File: src/rtl/alu_pkg.sv
// rtl/alu_pkg.sv - shared widths, opcodes and response layout for the ALU issue front end
// Purpose: constants and types imported by alu_issue_ctrl.
// Contents: DATA_W, OP_W, TAG_W defaults, ALU opcode constants,
//           response record {data, z, tag} and a width helper.
package alu_pkg;

    localparam int DATA_W = 16;
    localparam int OP_W   = 2;
    localparam int TAG_W  = 2;

    localparam logic [1:0] ALU_NOP = 2'd0;
    localparam logic [1:0] ALU_OP1 = 2'd1;
    localparam logic [1:0] ALU_OP2 = 2'd2;
    localparam logic [1:0] ALU_OP3 = 2'd3;

    // Field widths of one buffered response: {data, z, tag}.
    localparam int RSP_Z_W = 1;

    typedef struct packed {
        logic [DATA_W-1:0] data;
        logic              z;
        logic [TAG_W-1:0]  tag;
    } alu_rsp_t;

    // Packed width of a response for non-default data/tag widths.
    function automatic int rsp_width(input int data_w, input int tag_w);
        return data_w + RSP_Z_W + tag_w;
    endfunction

endpackage

File: src/rtl/rsp_fifo2.sv
// rtl/rsp_fifo2.sv - 2-entry in-order synchronous FIFO with occupancy count
// Purpose: buffers completed ALU responses until the consumer takes them.
// Ports:
//   i_clk, i_rst       clock, asynchronous active-high reset
//   i_push, i_data     write strobe and entry (ignored when full without a pop)
//   i_pop              read strobe (ignored when empty)
//   o_data             head entry, stable until popped
//   o_count            number of stored entries (0..2)
module rsp_fifo2 #(
    parameter int W = 19
) (
    input  logic         i_clk,
    input  logic         i_rst,
    input  logic         i_push,
    input  logic [W-1:0] i_data,
    input  logic         i_pop,
    output logic [W-1:0] o_data,
    output logic [1:0]   o_count
);

    logic [W-1:0] mem [2];
    logic         wr_ptr;
    logic         rd_ptr;
    logic         do_push;
    logic         do_pop;

    assign do_pop  = i_pop && (o_count != 2'd0);
    // A full buffer can still accept when the head leaves on the same edge.
    assign do_push = i_push && ((o_count != 2'd2) || do_pop);
    assign o_data  = mem[rd_ptr];

    always_ff @(posedge i_clk or posedge i_rst) begin
        if (i_rst) begin
            mem[0]  <= '0;
            mem[1]  <= '0;
            wr_ptr  <= 1'b0;
            rd_ptr  <= 1'b0;
            o_count <= 2'd0;
        end else begin
            if (do_push) begin
                mem[wr_ptr] <= i_data;
                wr_ptr      <= ~wr_ptr;
            end
            if (do_pop) begin
                rd_ptr <= ~rd_ptr;
            end
            case ({do_push, do_pop})
                2'b10:   o_count <= o_count + 2'd1;
                2'b01:   o_count <= o_count - 2'd1;
                default: o_count <= o_count;
            endcase
        end
    end

endmodule

File: src/rtl/alu_issue_ctrl.sv
// rtl/alu_issue_ctrl.sv - requester-side issue controller for a registered ALU
// Purpose: accepts one operation at a time, drives and holds the ALU ports,
//          waits ALU_LAT edges, captures result/zero flag and returns them
//          with the request tag through a 2-entry response buffer.
// Ports:
//   i_clk, i_rst                         clock, asynchronous active-high reset
//   i_req_* / o_req_ready                request channel (valid/ready)
//   o_alu_in1, o_alu_in2, o_alu_op       ALU operand/opcode drive
//   i_alu_out, i_alu_z                   ALU result and zero flag
//   o_rsp_* / i_rsp_ready                response channel (valid/ready)
//   o_busy                               operation in flight or response buffered
module alu_issue_ctrl #(
    parameter int DATA_W  = alu_pkg::DATA_W,
    parameter int OP_W    = alu_pkg::OP_W,
    parameter int TAG_W   = alu_pkg::TAG_W,
    parameter int ALU_LAT = 1
) (
    input  logic              i_clk,
    input  logic              i_rst,
    input  logic              i_req_valid,
    output logic              o_req_ready,
    input  logic [DATA_W-1:0] i_req_in1,
    input  logic [DATA_W-1:0] i_req_in2,
    input  logic [OP_W-1:0]   i_req_op,
    input  logic [TAG_W-1:0]  i_req_tag,
    output logic [DATA_W-1:0] o_alu_in1,
    output logic [DATA_W-1:0] o_alu_in2,
    output logic [OP_W-1:0]   o_alu_op,
    input  logic [DATA_W-1:0] i_alu_out,
    input  logic              i_alu_z,
    output logic              o_rsp_valid,
    input  logic              i_rsp_ready,
    output logic [DATA_W-1:0] o_rsp_data,
    output logic              o_rsp_z,
    output logic [TAG_W-1:0]  o_rsp_tag,
    output logic              o_busy
);
    import alu_pkg::*;

    localparam int RSP_W = rsp_width(DATA_W, TAG_W);
    localparam int CNT_W = (ALU_LAT > 0) ? $clog2(ALU_LAT + 1) : 1;

    typedef enum logic {
        S_IDLE = 1'b0,
        S_WAIT = 1'b1
    } state_t;

    state_t            state, state_next;
    logic [CNT_W-1:0]  cnt, cnt_next;
    logic [TAG_W-1:0]  tag_q;
    logic              accept;
    logic              push;
    logic [1:0]        fifo_count;
    logic [RSP_W-1:0]  rsp_head;

    // Ready depends only on registered state; held low while reset is asserted.
    assign o_req_ready = !i_rst && (state == S_IDLE) && (fifo_count != 2'd2);
    assign accept      = i_req_valid && o_req_ready;
    assign o_busy      = (state != S_IDLE) || (fifo_count != 2'd0);
    assign o_rsp_valid = (fifo_count != 2'd0);

    always_ff @(posedge i_clk or posedge i_rst) begin
        if (i_rst) begin
            state <= S_IDLE;
            cnt   <= '0;
        end else begin
            state <= state_next;
            cnt   <= cnt_next;
        end
    end

    always_comb begin
        state_next = state;
        cnt_next   = cnt;
        push       = 1'b0;
        case (state)
            S_IDLE: begin
                if (accept) begin
                    state_next = S_WAIT;
                    cnt_next   = CNT_W'(ALU_LAT);
                end
            end
            S_WAIT: begin
                if (cnt != '0) begin
                    cnt_next = cnt - CNT_W'(1);
                end else begin
                    // Result is valid on this edge; admission guaranteed a free slot.
                    push       = 1'b1;
                    state_next = S_IDLE;
                end
            end
            default: state_next = S_IDLE;
        endcase
    end

    // Operands hold their last values in IDLE; only the opcode drops to NOP.
    always_ff @(posedge i_clk or posedge i_rst) begin
        if (i_rst) begin
            o_alu_in1 <= '0;
            o_alu_in2 <= '0;
            o_alu_op  <= '0;
            tag_q     <= '0;
        end else if (accept) begin
            o_alu_in1 <= i_req_in1;
            o_alu_in2 <= i_req_in2;
            o_alu_op  <= i_req_op;
            tag_q     <= i_req_tag;
        end else if (push) begin
            o_alu_op  <= OP_W'(ALU_NOP);
        end
    end

    rsp_fifo2 #(
        .W (RSP_W)
    ) u_fifo (
        .i_clk   (i_clk),
        .i_rst   (i_rst),
        .i_push  (push),
        .i_data  ({i_alu_out, i_alu_z, tag_q}),
        .i_pop   (i_rsp_ready && o_rsp_valid),
        .o_data  (rsp_head),
        .o_count (fifo_count)
    );

    assign o_rsp_data = rsp_head[RSP_W-1 -: DATA_W];
    assign o_rsp_z    = rsp_head[TAG_W];
    assign o_rsp_tag  = rsp_head[TAG_W-1:0];

endmodule

File: config.mk
export PLATFORM = sky130hd
export DESIGN_NAME = alu_issue_ctrl
export DESIGN_NICKNAME = d
export VERILOG_FILES = /design/src/rtl/alu_pkg.sv /design/src/rtl/rsp_fifo2.sv /design/src/rtl/alu_issue_ctrl.sv
export SDC_FILE = /design/constraint.sdc
export NUM_CORES = 1
export LEC_CHECK = 0
export CAP_MARGIN = 25
export CORE_MARGIN = 2
export CORE_UTILIZATION = 55
export CTS_CLUSTER_DIAMETER = 30
export DETAILED_ROUTE_END_ITERATION = 10
export DONT_BUFFER_PORTS = 1
export PLACE_DENSITY = 0.7
export SLEW_MARGIN = 20
export SYNTH_ARGS = -nofsm -noshare
export SYNTH_HDL_FRONTEND = slang
export SYNTH_SLANG_ARGS = --single-unit
File: constraint.sdc
create_clock -name i_clk -period 4.1 [get_ports i_clk]
set_clock_uncertainty 0.1 [all_clocks]
set_input_delay 0.41 -clock i_clk [delete_from_list [all_inputs] [get_ports i_clk]]
set_output_delay 0.41 -clock i_clk [all_outputs]
set_load 0.02 [all_outputs]
==> impl_results.md <==
- HPWL after DPL: 4040 um
- Cell leakage power: 0.00164 uW
- Dominant combinational cell family by area after synthesis: multiplexers
- Number of antenna violations at the first check in global routing: 0
- Number of buffers between clock root and the deepest sink: 2
- Violation count after the first detailed-route iteration: 56
- FFs w/ async S/R, synth: 100%
- Startpoint Class: register
- Comb power frac: 32.2%
- Mux contribution to synthesized area: 33.3%
- Setup repair after global routing missed its margin: false
- Final Slew Violations: 0
- Flop and latch count out of synthesis: 80
- Final-report setup violation count: 0
- Ranking of synthesized cells by instance count: dfrtp_1, mux2_2, mux2_4, buf_2, nand2_1
- Area of the core region: 0.00592 sq mm
- Clock root buffer: clkbuf_8
- Ys flop type: dfrtp_1
- Vertical die dimension: 82.2 um
- Run status: finished, final reports clean
- Mapped cell area: 0.00336 sq mm
- Global placement routability congestion: 0.687
- Post-cts hold buffer count: 1
- Syn_nets: 269
- Synthesized netlist cell count: 211
- Number of input and output port buffers inserted: 0
- Fraction of layout cells with a size suffix above 1: 51.8%
- Post-synthesis share of cell area spent on xor and xnor gates: 1.04%
- Least-Margin Pin Slew: 0.843 ns
- Fraction of power consumed by the clock network: 18.5%
- Post-CTS clock slew at the launch and capture registers of the worst setup and hold paths: 0.08 ns
- Net Sw Power: 1290 uW
- Final critical delay including setup and external delays: 2.26 ns
- Crit path capture type: register
- Setup fix buffers added after clock tree synthesis: 0
- Total routing usage reported by global routing: 18.0%
- Path depth of the worst reg2reg path: 3
- Internal Dissipation: 2160 uW
- Standard cell with the maximum stage delay on the critical path: or3_1
- DRC: 0
- Fmax: 443 MHz
- RR Startpoint: u_fifo.o_count[0]
- Areal power density over the cells: 946 mW/mm^2
- Worst path arrival time: 2.37 ns
- Overflow left after global routing: 0
- Largest cells by area after synthesis: dfrtp_1, mux2_2, mux2_4
- Initial standard-cell utilization of the core: 56.8%
- # diodes: 0
- Mean cell area of the mapped netlist: 15.9 sq um
- Largest net degree at the start of global routing: 44
- Flop pwr share: 49.3%
- Count of flip-flops with a built-in enable after synthesis: 0
- TritonCTS clock tree: built
- Initial DRT Pass Iterations: 2
- Top-area cell type share of the netlist area: 59.6%
- Simple-gate portion of the synthesized area: 2.98%
- Most area-hungry cell type in the Yosys netlist: dfrtp_1
- Horizontal extent of the die: 82.2 um
- R2R Path End: u_fifo.mem[22]
- Depth of the worst hold-timing path: 2
- Max VDD drop: 0.494 mV
- I/O pin total: 113
- Total CTS buffers: 9
- Setup slack on the worst flop-to-flop path: 1.84 ns
- Detail Route Antenna Nets: 0
- Delay of the slowest cell on the worst path: 0.74 ns
- Cell family contributing the most delay on the critical path: simple AND/OR/NAND/NOR gates
- Worst-path fanout max: 20
- Proportion of synthesized chip area in sequential cells: 59.6%
- Critical path class: register to register
- Worst hold path class: primary input to register
- Fin area: 0.00365 sq mm
- Final hold violation count: 0
- Required time of the critical path: 4.22 ns
- Die Outline Area: 0.00675 sq mm
- WL/cell: 19.4 um
- Cells resized by post-CTS repair: 0
- Clock insertion delay at the later pin of the skew report: 0.34 ns
- Post-detailed-route via-to-cell ratio: 5.63
- Vias in the first global route: 1,803
- Cells traversed along the worst timing path: nor3b_1 > or3_1 > mux2_2
- Count of yosys warnings during synthesis: 0
- Most numerous cell in the Yosys netlist: dfrtp_1
- Wire length reported by the detailed router: 5720 um
- Area Overhead vs Synth: 8.60%
- Number of max-capacitance violations reported: 0
- Relative slew slack: 43.8%
- Wire length of the first global-routing pass: 8770 um
- Post-Synth Adder-Cell Area: 0.372%
- Complex-gate fraction of the synthesized area: 0.298%
- Number of nets in the final layout: 273
- Final period util: 55.0%
- Standard-cell rows: 28
- Area post-placement: 0.00341 sq mm
- # clock sinks: 80
- Hold path startpoint: i_req_op[0]
- Worst hold path endpoint: o_alu_op[0]
- Routed vias: 1,660
- Buf/Inv on CP: 0
- Sw Share: 37.4%
- Worst hold margin: 0.0999 ns
- H-tree levels: 3
- Setup_tns: 0 ns
- Number of library cell types mapped by synthesis: 22
## routing by layer
metal | up-vias | wire [um] | global-route usage (%)
met3 | 12 | 438 | 6.09
met2 | 68 | 2880 | 28.8
met4 | 0 | 124 | 10.5
met1 | 836 | 2280 | 21.3
met5 | - | 0 | 0
li1 | 744 | - | -
## cell usage in the layout (no fill, tap or decap)
cell type and instances:
mux2_4 20, and2_1 1, nor2b_1 1, nand2_1 5, clkinvlp_4 2, nor3b_1 1
nor2_1 1, nand2b_1 1, nor3_1 1, inv_1 3, xor2_1 2, xnor2_1 2
or2_2 2, or4b_4 1, clkbuf_8 10, mux2i_1 2, dlygate4sd3_1 1, o21ai_0 2
clkinv_4 2, or3_1 2, nor3b_2 1, ha_1 1, buf_4 2, dfrtp_1 80
mux2_2 71, bufinv_16 2, clkinv_2 1
## kinds of logic (layout without fill, tap and decap cells)
logic type / count (synthesis) / after routing
buffers and inverters: 14 / 23
adder cells (fa/ha/maj): 1 / 1
XOR/XNOR: 4 / 4
AND/OR/NAND/NOR: 17 / 17
flip-flops: 80 / 80
AO/OA/AOI/OAI: 2 / 2
multiplexers: 93 / 93
## worst max path at each step
| stage | cells past startpoint | end | from | slack [ns] |
|---|---|---|---|---|
| after floorplan | 1 | cnt | i_rst | 1.54 |
| after global placement | 3 | u_fifo.mem[32] | u_fifo.o_count[0] | 1.97 |
| after detailed placement | 3 | u_fifo.mem[22] | u_fifo.o_count[0] | 1.86 |
| after CTS | 1 | o_rsp_tag[0] | u_fifo.rd_ptr | 1.81 |
| after global routing | 3 | u_fifo.mem[22] | u_fifo.o_count[0] | 1.70 |
| final | 3 | u_fifo.mem[22] | u_fifo.o_count[0] | 1.84 |
## flip-flops by register name (all words and copies together) (netlist names)
signal	cells
cnt	1
u_fifo.wr_ptr	1
u_fifo.o_count	2
o_alu_in2	16
o_alu_in1	16
tag_q	2
o_alu_op	2
u_fifo.rd_ptr	1
u_fifo.mem	38
state	1
## worst reg2reg max path: stages (launching register included)
cell and delay, ns:
dfrtp_1 0.45, nor3b_1 0.44, or3_1 0.74, mux2_2 0.42
## cell type report
type / count / area [sq um]
inverter: 4 / 16.3
fill: 441 / 2270
clock buffer: 10 / 138
tap: 75 / 93.8
multi-input combinational: 117 / 1280
sequential: 80 / 2000
timing repair buffer: 3 / 25.0
clock inverter: 6 / 92.6
## power by group through the flow
stage,sequential (uW),clock (uW),combinational [uW]
2_1_floorplan,1590,0,1060
3_3_place_gp,1690,0,1080
3_5_place_dp,1720,0,1130
4_1_cts,1710,654,1130
5_1_grt,1760,697,1190
6_report,1700,638,1110
## metrics by stage
stage                     setup slack (ns)  cells  util, %  total power (uW)
final                                 1.84    295     61.6              3450
after floorplan                       1.54    211        -              2650
after global routing                  1.70    295     61.6              3650
after CTS                             1.81    295     61.6              3490
after global placement                1.97    278     57.6              2770
after detailed placement              1.86    278     57.6              2850
Note: power is estimated with default switching activity, not from simulation.
